**config.mk**
```make
export PLATFORM = sky130hd
export DESIGN_NAME = datapath_sequencer_flat
export DESIGN_NICKNAME = d
export VERILOG_FILES = /design/src/rtl/datapath_sequencer_if.sv /design/src/rtl/datapath_sequencer.sv /design/src/flat_wrapper.sv
export SDC_FILE = /design/constraint.sdc
export NUM_CORES = 1
export LEC_CHECK = 0
export CAP_MARGIN = 20
export CORE_MARGIN = 10
export CORE_UTILIZATION = 30
export CTS_CLUSTER_SIZE = 30
export DETAILED_ROUTE_END_ITERATION = 12
export PLACE_DENSITY_LB_ADDON = 0.25
export SYNTH_ARGS = -nofsm -noshare
export SYNTH_HDL_FRONTEND = slang
export SYNTH_SLANG_ARGS = --single-unit
```
**constraint.sdc**
```tcl
create_clock -name clk -period 1.4 [get_ports clk]
set_input_delay 0.42 -clock clk [delete_from_list [all_inputs] [get_ports clk]]
set_output_delay 0.42 -clock clk [all_outputs]
set_load 0.05 [all_outputs]
```
**src/rtl/datapath_sequencer_if.sv**
```systemverilog
// Bus between the instruction source and the datapath sequencer.
// Carries the start/ready handshake, the decoded fields and the control strobes.
interface datapath_sequencer_if #(
    parameter int DATA_W = 16,
    parameter int IMM_W  = 8
);
    logic              start;
    logic              ready;
    logic [2:0]        op;
    logic [2:0]        rd;
    logic [2:0]        rn;
    logic [2:0]        rm;
    logic [1:0]        shift_in;
    logic [IMM_W-1:0]  imm;
    logic [2:0]        readnum;
    logic [2:0]        writenum;
    logic              write;
    logic              loada;
    logic              loadb;
    logic              loadc;
    logic              loads;
    logic              asel;
    logic              bsel;
    logic              vsel;
    logic [1:0]        ALUop;
    logic [1:0]        shift;
    logic [DATA_W-1:0] sximm;
    logic              done;
    logic              err;

    modport master (
        output start, op, rd, rn, rm, shift_in, imm,
        input  ready, readnum, writenum, write,
        input  loada, loadb, loadc, loads,
        input  asel, bsel, vsel, ALUop, shift,
        input  sximm, done, err
    );

    modport slave (
        input  start, op, rd, rn, rm, shift_in, imm,
        output ready, readnum, writenum, write,
        output loada, loadb, loadc, loads,
        output asel, bsel, vsel, ALUop, shift,
        output sximm, done, err
    );
endinterface

```
**src/rtl/datapath_sequencer.sv**
```systemverilog
// Multi-cycle controller for the 16-bit lab datapath.
// Latches one instruction per handshake and steps load/exec/write-back.
module datapath_sequencer #(
    parameter int DATA_W = 16,
    parameter int IMM_W  = 8
) (
    input  logic clk,
    input  logic reset_n,
    datapath_sequencer_if.slave bus
);
    localparam logic [2:0] OP_MOVI = 3'b000;
    localparam logic [2:0] OP_MOV  = 3'b001;
    localparam logic [2:0] OP_ADD  = 3'b010;
    localparam logic [2:0] OP_CMP  = 3'b011;
    localparam logic [2:0] OP_AND  = 3'b100;
    localparam logic [2:0] OP_MVN  = 3'b101;

    typedef enum logic [2:0] {
        S_IDLE,
        S_LOAD_A,
        S_LOAD_B,
        S_EXEC,
        S_WB_REG,
        S_WB_IMM,
        S_DONE
    } state_e;

    state_e           state_q, state_d;
    logic [2:0]       op_q, op_d;
    logic [2:0]       rd_q, rd_d;
    logic [2:0]       rn_q, rn_d;
    logic [2:0]       rm_q, rm_d;
    logic [1:0]       shift_q, shift_d;
    logic [IMM_W-1:0] imm_q, imm_d;
    logic             err_q, err_d;

    // Next state and instruction latch; fields are captured only on accept.
    always_comb begin
        state_d = state_q;
        op_d    = op_q;
        rd_d    = rd_q;
        rn_d    = rn_q;
        rm_d    = rm_q;
        shift_d = shift_q;
        imm_d   = imm_q;
        err_d   = err_q;
        case (state_q)
            S_IDLE: begin
                if (bus.start) begin
                    op_d    = bus.op;
                    rd_d    = bus.rd;
                    rn_d    = bus.rn;
                    rm_d    = bus.rm;
                    shift_d = bus.shift_in;
                    imm_d   = bus.imm;
                    err_d   = 1'b0;
                    case (bus.op)
                        OP_MOVI: state_d = S_WB_IMM;
                        OP_MOV,
                        OP_MVN:  state_d = S_LOAD_B;
                        OP_ADD,
                        OP_CMP,
                        OP_AND:  state_d = S_LOAD_A;
                        default: begin
                            state_d = S_DONE;
                            err_d   = 1'b1;
                        end
                    endcase
                end
            end
            S_LOAD_A: state_d = S_LOAD_B;
            S_LOAD_B: state_d = S_EXEC;
            S_EXEC:   state_d = (op_q == OP_CMP) ? S_DONE : S_WB_REG;
            S_WB_REG: state_d = S_DONE;
            S_WB_IMM: state_d = S_DONE;
            S_DONE:   state_d = S_IDLE;
            default:  state_d = S_IDLE;
        endcase
    end

    // State and latched instruction; reset abandons any instruction in flight.
    always_ff @(posedge clk or negedge reset_n) begin
        if (!reset_n) begin
            state_q <= S_IDLE;
            op_q    <= '0;
            rd_q    <= '0;
            rn_q    <= '0;
            rm_q    <= '0;
            shift_q <= '0;
            imm_q   <= '0;
            err_q   <= 1'b0;
        end else begin
            state_q <= state_d;
            op_q    <= op_d;
            rd_q    <= rd_d;
            rn_q    <= rn_d;
            rm_q    <= rm_d;
            shift_q <= shift_d;
            imm_q   <= imm_d;
            err_q   <= err_d;
        end
    end

    // Moore strobes decoded from state and the latched instruction only.
    always_comb begin
        bus.ready    = (state_q == S_IDLE);
        bus.readnum  = '0;
        bus.writenum = '0;
        bus.write    = 1'b0;
        bus.loada    = 1'b0;
        bus.loadb    = 1'b0;
        bus.loadc    = 1'b0;
        bus.loads    = 1'b0;
        bus.asel     = 1'b0;
        bus.vsel     = 1'b0;
        bus.ALUop    = 2'b00;
        bus.shift    = 2'b00;
        bus.done     = 1'b0;
        bus.err      = 1'b0;
        case (state_q)
            S_LOAD_A: begin
                bus.readnum = rn_q;
                bus.loada   = 1'b1;
            end
            S_LOAD_B: begin
                bus.readnum = rm_q;
                bus.loadb   = 1'b1;
            end
            S_EXEC: begin
                bus.shift = shift_q;
                unique case (1'b1)
                    (op_q == OP_ADD): bus.loadc = 1'b1;
                    (op_q == OP_CMP): begin
                        bus.ALUop = 2'b01;
                        bus.loads = 1'b1;
                    end
                    (op_q == OP_AND): begin
                        bus.ALUop = 2'b10;
                        bus.loadc = 1'b1;
                    end
                    (op_q == OP_MOV): begin
                        bus.asel  = 1'b1;
                        bus.loadc = 1'b1;
                    end
                    (op_q == OP_MVN): begin
                        bus.ALUop = 2'b11;
                        bus.loadc = 1'b1;
                    end
                    default: ;
                endcase
            end
            S_WB_REG: begin
                bus.write    = 1'b1;
                bus.writenum = rd_q;
            end
            S_WB_IMM: begin
                bus.write    = 1'b1;
                bus.writenum = rd_q;
                bus.vsel     = 1'b1;
            end
            S_DONE: begin
                bus.done = 1'b1;
                bus.err  = err_q;
            end
            default: ;
        endcase
    end

    // Sign-extended immediate tracks the latch, so it holds between accepts.
    assign bus.sximm = {{(DATA_W-IMM_W){imm_q[IMM_W-1]}}, imm_q};
    assign bus.bsel  = 1'b0;

endmodule

```
**src/flat_wrapper.sv**
```systemverilog
// flat-port wrapper written by rule: the top's interface ports become plain ports
module datapath_sequencer_flat 
#(
    parameter int DATA_W = 16,
    parameter int IMM_W  = 8
)
  (clk, reset_n, bus_start, bus_op, bus_rd, bus_rn, bus_rm, bus_shift_in, bus_imm, bus_ready, bus_readnum, bus_writenum, bus_write, bus_loada, bus_loadb, bus_loadc, bus_loads, bus_asel, bus_bsel, bus_vsel, bus_ALUop, bus_shift, bus_sximm, bus_done, bus_err);
  datapath_sequencer_if #(.DATA_W(DATA_W), .IMM_W(IMM_W)) bus_i ();
  input  logic clk;
  input  logic reset_n;
  input wire logic [$bits(bus_i.start)-1:0] bus_start;
  input wire logic [$bits(bus_i.op)-1:0] bus_op;
  input wire logic [$bits(bus_i.rd)-1:0] bus_rd;
  input wire logic [$bits(bus_i.rn)-1:0] bus_rn;
  input wire logic [$bits(bus_i.rm)-1:0] bus_rm;
  input wire logic [$bits(bus_i.shift_in)-1:0] bus_shift_in;
  input wire logic [$bits(bus_i.imm)-1:0] bus_imm;
  output wire logic [$bits(bus_i.ready)-1:0] bus_ready;
  output wire logic [$bits(bus_i.readnum)-1:0] bus_readnum;
  output wire logic [$bits(bus_i.writenum)-1:0] bus_writenum;
  output wire logic [$bits(bus_i.write)-1:0] bus_write;
  output wire logic [$bits(bus_i.loada)-1:0] bus_loada;
  output wire logic [$bits(bus_i.loadb)-1:0] bus_loadb;
  output wire logic [$bits(bus_i.loadc)-1:0] bus_loadc;
  output wire logic [$bits(bus_i.loads)-1:0] bus_loads;
  output wire logic [$bits(bus_i.asel)-1:0] bus_asel;
  output wire logic [$bits(bus_i.bsel)-1:0] bus_bsel;
  output wire logic [$bits(bus_i.vsel)-1:0] bus_vsel;
  output wire logic [$bits(bus_i.ALUop)-1:0] bus_ALUop;
  output wire logic [$bits(bus_i.shift)-1:0] bus_shift;
  output wire logic [$bits(bus_i.sximm)-1:0] bus_sximm;
  output wire logic [$bits(bus_i.done)-1:0] bus_done;
  output wire logic [$bits(bus_i.err)-1:0] bus_err;
  assign bus_i.start = bus_start;
  assign bus_i.op = bus_op;
  assign bus_i.rd = bus_rd;
  assign bus_i.rn = bus_rn;
  assign bus_i.rm = bus_rm;
  assign bus_i.shift_in = bus_shift_in;
  assign bus_i.imm = bus_imm;
  assign bus_ready = bus_i.ready;
  assign bus_readnum = bus_i.readnum;
  assign bus_writenum = bus_i.writenum;
  assign bus_write = bus_i.write;
  assign bus_loada = bus_i.loada;
  assign bus_loadb = bus_i.loadb;
  assign bus_loadc = bus_i.loadc;
  assign bus_loads = bus_i.loads;
  assign bus_asel = bus_i.asel;
  assign bus_bsel = bus_i.bsel;
  assign bus_vsel = bus_i.vsel;
  assign bus_ALUop = bus_i.ALUop;
  assign bus_shift = bus_i.shift;
  assign bus_sximm = bus_i.sximm;
  assign bus_done = bus_i.done;
  assign bus_err = bus_i.err;
  datapath_sequencer #(.DATA_W(DATA_W), .IMM_W(IMM_W)) u_core (.clk(clk), .reset_n(reset_n), .bus(bus_i));
endmodule
```
# Word-level counts from Yosys, hierarchy flattened
# Index checks and enable logic that the tools add are counted.
[totals] reg_bits=26 latchBits=0 ramBits=0 rom_bits=0 input_bits=25 word_cells=55 mem_count=0
[classes] add_sub_neg=0 n_mul=0 n_div=0 n_lt_le_gt_ge=0 eq_ne=17 shift=0 n_mux=22 bitwise_logic=0 reduce_logical=8
[ops] cell="$eq 3x3->1 const B" n=7
[ops] cell="$eq 3x2->1 const B" n=6
[ops] cell="$pmux 3 s5" n=1
[ops] cell="$mux 1" n=13
[ops] cell="$eq 3x1->1 const B" n=3
[ops] cell="$pmux 3 s3" n=1
[ops] cell="$logic_not 3->1" n=2
[ops] cell="$mux 2" n=3
[ops] cell="$mux 3" n=2
[ops] cell="$pmux 2 s3" n=1
[ops] cell="$pmux 3 s2" n=1
[ops] cell="$reduce_or 6->1" n=1
[ops] cell="$reduce_or 2->1" n=2
[ops] cell="$reduce_or 4->1" n=1
[ops] cell="$reduce_or 3->1" n=1
[ops] cell="$ne 2x2->1 const B" n=1
[ops] cell="$reduce_and 2->1" n=1

# Depth between registers and ports, before layout
[logic_depth] word_depth=5 ltp_mapped=4

# Worst setup path before layout
# OpenSTA, ideal clock, no wires.
[synth_timing] kind="flip-flop to output port" from="register u_core.state_q[0]" to="output bus_readnum[0]" arrival_time_ps=2494 required_time_ps=980 setup_slack_ps=-1514 path_stages_with_launch=4 cell_sequence="dfrtp_1 buf_2 nor3b_1 a22o_1"
[synth_between] elab_chain_len=2 elab_cells_between_ends=3 cone_classes="2 x eq/ne; 1 x mux"
[synth_lines] item="start, declared" line_no="datapath_sequencer.sv:28" text="state_e state_q, state_d;"
[synth_lines] item="start signal, assigned" line_no="datapath_sequencer.sv:93" text="state_q <= state_d;"
[synth_lines] item="$eq 3x2->1 / $eq 3x1->1 (equally long branches)" line_no="datapath_sequencer.sv:120" text="case (state_q)"
[synth_lines] item="$pmux 3 s2 (*)" line_no="datapath_sequencer.sv:120"
[synth_lines] item="end, declared" line_no="flat_wrapper.sv:19" text="output wire logic [$bits(bus_i.readnum)-1:0] bus_readnum;"
# Mark *: on every way between the ends. The rest lies on a longest branch, timed or not.

# Worst setup path in the final report
[layout_timing] from="register u_core.state_q[0]" to="output bus_shift[0]"
[layout_between] elab_chain_len=2
[layout_lines] item="$eq 3x2->1" line_no="datapath_sequencer.sv:120"
[layout_lines] item="$mux 2" line_no="datapath_sequencer.sv:120"
[layout_lines] item="end, declared" line_no="flat_wrapper.sv:30" text="output wire logic [$bits(bus_i.shift)-1:0] bus_shift;"
# No other way between the ends.

==> impl_metrics.py <==
metrics = {
    "layout": {
        "final_common_cell": "buf_12",
        "n_fill_cell": 276,
        "fin_cells": 249,
        "diodes": 0,
        "nNetsFinal": 225,
        "final_cell_mix": "buf_12, clkdlybuf4s50_1, dfrtp_1",
        "drive_above_1_share_pct": 67.3,
        "synthToLayoutAreaGrowth_pct": 126,
    },
    "min_path": {
        "hp-class": "input pin to asynchronous set/reset pin",
    },
    "power": {
        "vdd.ir_drop.worst_v": 0.00162,
        "switching_share_pct": 41.8,
        "p_int_mw": 4.75,
        "p_clk_share_pct": 7.8,
        "power_frac_seq_pct": 19.3,
        "power_frac_comb_pct": 72.9,
        "p_leak_nw": 1.30,
        "switchingPower_mw": 3.41,
        "power_mw": 8.16,
        "power_density_nw_per_um2": 2780,
    },
    "clock_network": {
        "cts_num_sinks": 26,
        "clk_latency_ns": 0.28,
        "clockBufferDepth": 2,
        "ctsRootBufferMaster": "clkbuf_8",
        "cts-htree-levels": 1,
        "cts_tree": "done",
        "path_clk_slew_ns": 0.09,
        "cts-buffers-inserted": 3,
    },
    "global_routing": {
        "grt_antenna_before_repair": 0,
        "grt_pass1_wl_mm": 7.07,
        "busiest_layer": "met2",
        "grt_use_met1_pct": 13.3,
        "grt_max_degree": 27,
        "grt_pass1_vias": 1343,
        "grt_use_met2_pct": 19.8,
        "track_usage_pct": 11.8,
        "use_met3_pct": 3.97,
        "grt-ovfl-total": 0,
    },
    "setup_path": {
        "arrival_ns": 1.50,
        "start_kind": "flop",
        "end_kind": "output port",
        "crit_fanout": 4,
        "crit_buf_inv": 3,
        "path_delay_family": "flip-flops",
        "max_stage_delay_ns": 0.46,
        "crit_path_frequent_cell": "buf_6",
        "path_class": "flop to output port",
        "path_cells": "buf_6, and3b_2, buf_6, and2_4, buf_12",
        "required_ns": 0.98,
        "slowest_stage": "dfrtp_2",
    },
    "die": {
        "die-width_um": 85.8,
        "fp.dieArea_um2": 7370,
        "coreArea_um2": 4090,
        "rows": 23,
        "die_h_um": 85.8,
        "pin_count": 62,
        "start_util_pct": 31.8,
    },
    "sta": {
        "holdWs_ns": 0.491,
        "finalSetupViolCount": 52,
        "fin_ws_ns": -0.523,
        "finalCritPeriodShare_pct": 137,
        "finClkSkew_ns": 0.00202,
        "hold_viol": 0,
        "min_period_ns": 1.92,
        "fmax_mhz": 520,
        "rsz0062_at_grt": "true",
        "finalMaxSlewViolations": 0,
    },
    "logic_synthesis": {
        "synth_area_per_cell_um2": 11.9,
        "synth.largest_area_cell": "dfrtp_1",
        "ys.warnings.count": 0,
        "async_flop_share_pct": 100,
        "ys.flop_type": "dfrtp_1",
        "synth_seq_cells": 26,
        "ys_seq_area_share_pct": 50.0,
        "netlist-cell-type-count": 29,
        "syn_inst": 109,
        "synth.net_count": 134,
        "netlist_area_um2": 1300,
        "synth_edf_count": 0,
        "synth_area_leaders": "dfrtp_1, mux2_2, buf_4, and2_1, nor2_1",
        "yosysTopAreaCellShare_pct": 50.0,
    },
    "placed_design": {
        "dp_hpwl_mm": 3.19,
        "place_inst": 229,
        "port_buffers": 60,
        "globalplace.congestion": 0.811,
    },
    "outcome": {
        "status": "complete, but fails checks",
        "violations": "negative setup slack",
    },
    "detailed_routing": {
        "via_count": 1157,
        "wire_per_inst_um": 17.1,
        "drc": 0,
        "finalWirelength_mm": 4.25,
        "final_antenna_net_count": 0,
        "firstDrtPassIters": 2,
        "drt-initial-drc-count": 14,
        "vias_per_cell": 4.65,
    },
    "flow_run": {
        "cap_violations": 0,
    },
}
[layout make-up]
class / count / area, um2 / share of cell area (%)
repair buffers: 101 / 1380 / 46.8
multi-input cells: 65 / 753 / 25.7
clock inverters: 1 / 30.0 / 1.02
clock buffers: 3 / 41.3 / 1.41
well taps: 50 / 62.6 / 2.13
inverters: 3 / 13.8 / 0.469
flip-flops and latches: 26 / 659 / 22.5
[metal layers]
layer	share of wire [%]	routed length (um)
met5	0	0
met4	1.5	62
met3	7.0	296
met2	50	2110
met1	42	1790
[cells by family after synthesis]
logic type	Yosys count	synth area share [%]
buffers and inverters	18	9.34
and+or+nand+nor	29	13.4
DFF	26	50.0
AOI/OAI and AO/OA	10	5.68
muxes	23	19.9
other	1	0.288
xor gates and xnor gates	2	1.35
[path summary, 6_finish.rpt]
| check | from | endpoint | slack [ns] | depth (start not counted) |
|---|---|---|---|---|
| worst max-delay path | u_core.state_q[0] | bus_shift[0] | -0.52 | 5 |
| worst min-delay path | reset_n | u_core.imm_q[2] | 0.49 | 2 |
| worst max register to register | u_core.state_q[0] | u_core.shift_q[1] | -0.24 | 5 |
| worst min register to register | u_core.rd_q[1] | u_core.rd_q[1] | 0.52 | 1 |
| max in group asynchronous | reset_n | u_core.state_q[2] | 0.74 | 2 |
| min in group clk | u_core.rd_q[1] | u_core.rd_q[1] | 0.52 | 1 |
[power by group through the flow]
stage                     combinational [mW]  sequential [mW]  clock (mW)
after floorplan                         2.77             1.82           0
after CTS                               5.87             1.56       0.646
final                                   5.95             1.57       0.635
after detailed placement                5.31             1.65           0
after global placement                  5.23             1.63           0
after global routing                    6.22             1.63       0.678
[repair_timing]
item	in CTS	in global routing
hold buffers	0	0
endpoints found under the setup margin	52	53
gates cloned	2	0
pin swaps	9	8
buffers inserted	10	5
gates resized for setup	26	10
[synthesized netlist by cell type (2+ instances only)]
| library cell | instances |
|---|---|
| buf_4 | 10 |
| nor2_1 | 7 |
| dfrtp_1 | 26 |
| and2_1 | 6 |
| mux2_2 | 22 |
| a22o_1 | 3 |
| nor3b_1 | 2 |
| nand2_1 | 3 |
| buf_6 | 2 |
| inv_1 | 3 |
| nand3b_1 | 2 |
| clkbuf_1 | 2 |
| nor3_1 | 5 |
[metrics by stage]
stage / worst slack [ns] / TNS [ns] / cell area (um2) / util [%]
floorplan: -0.501 / -6.94 / 1540 / -
finish: -0.523 / -15.00 / 2940 / 71.8
detailed placement: -0.512 / -15.65 / 2630 / 64.3
CTS: -0.503 / -14.57 / 2870 / 70.3
global placement: -0.466 / -14.10 / 2630 / 64.3
global route: -0.573 / -17.16 / 2940 / 71.8
[state kept, by name, indices dropped and copies added (netlist names)]
signal / count
u_core.rm_q: 3
u_core.state_q: 3
u_core.err_q: 1
u_core.rd_q: 3
u_core.shift_q: 2
u_core.op_q: 3
u_core.imm_q: 8
u_core.rn_q: 3
No activity file was read; power rests on OpenSTA's default activity.
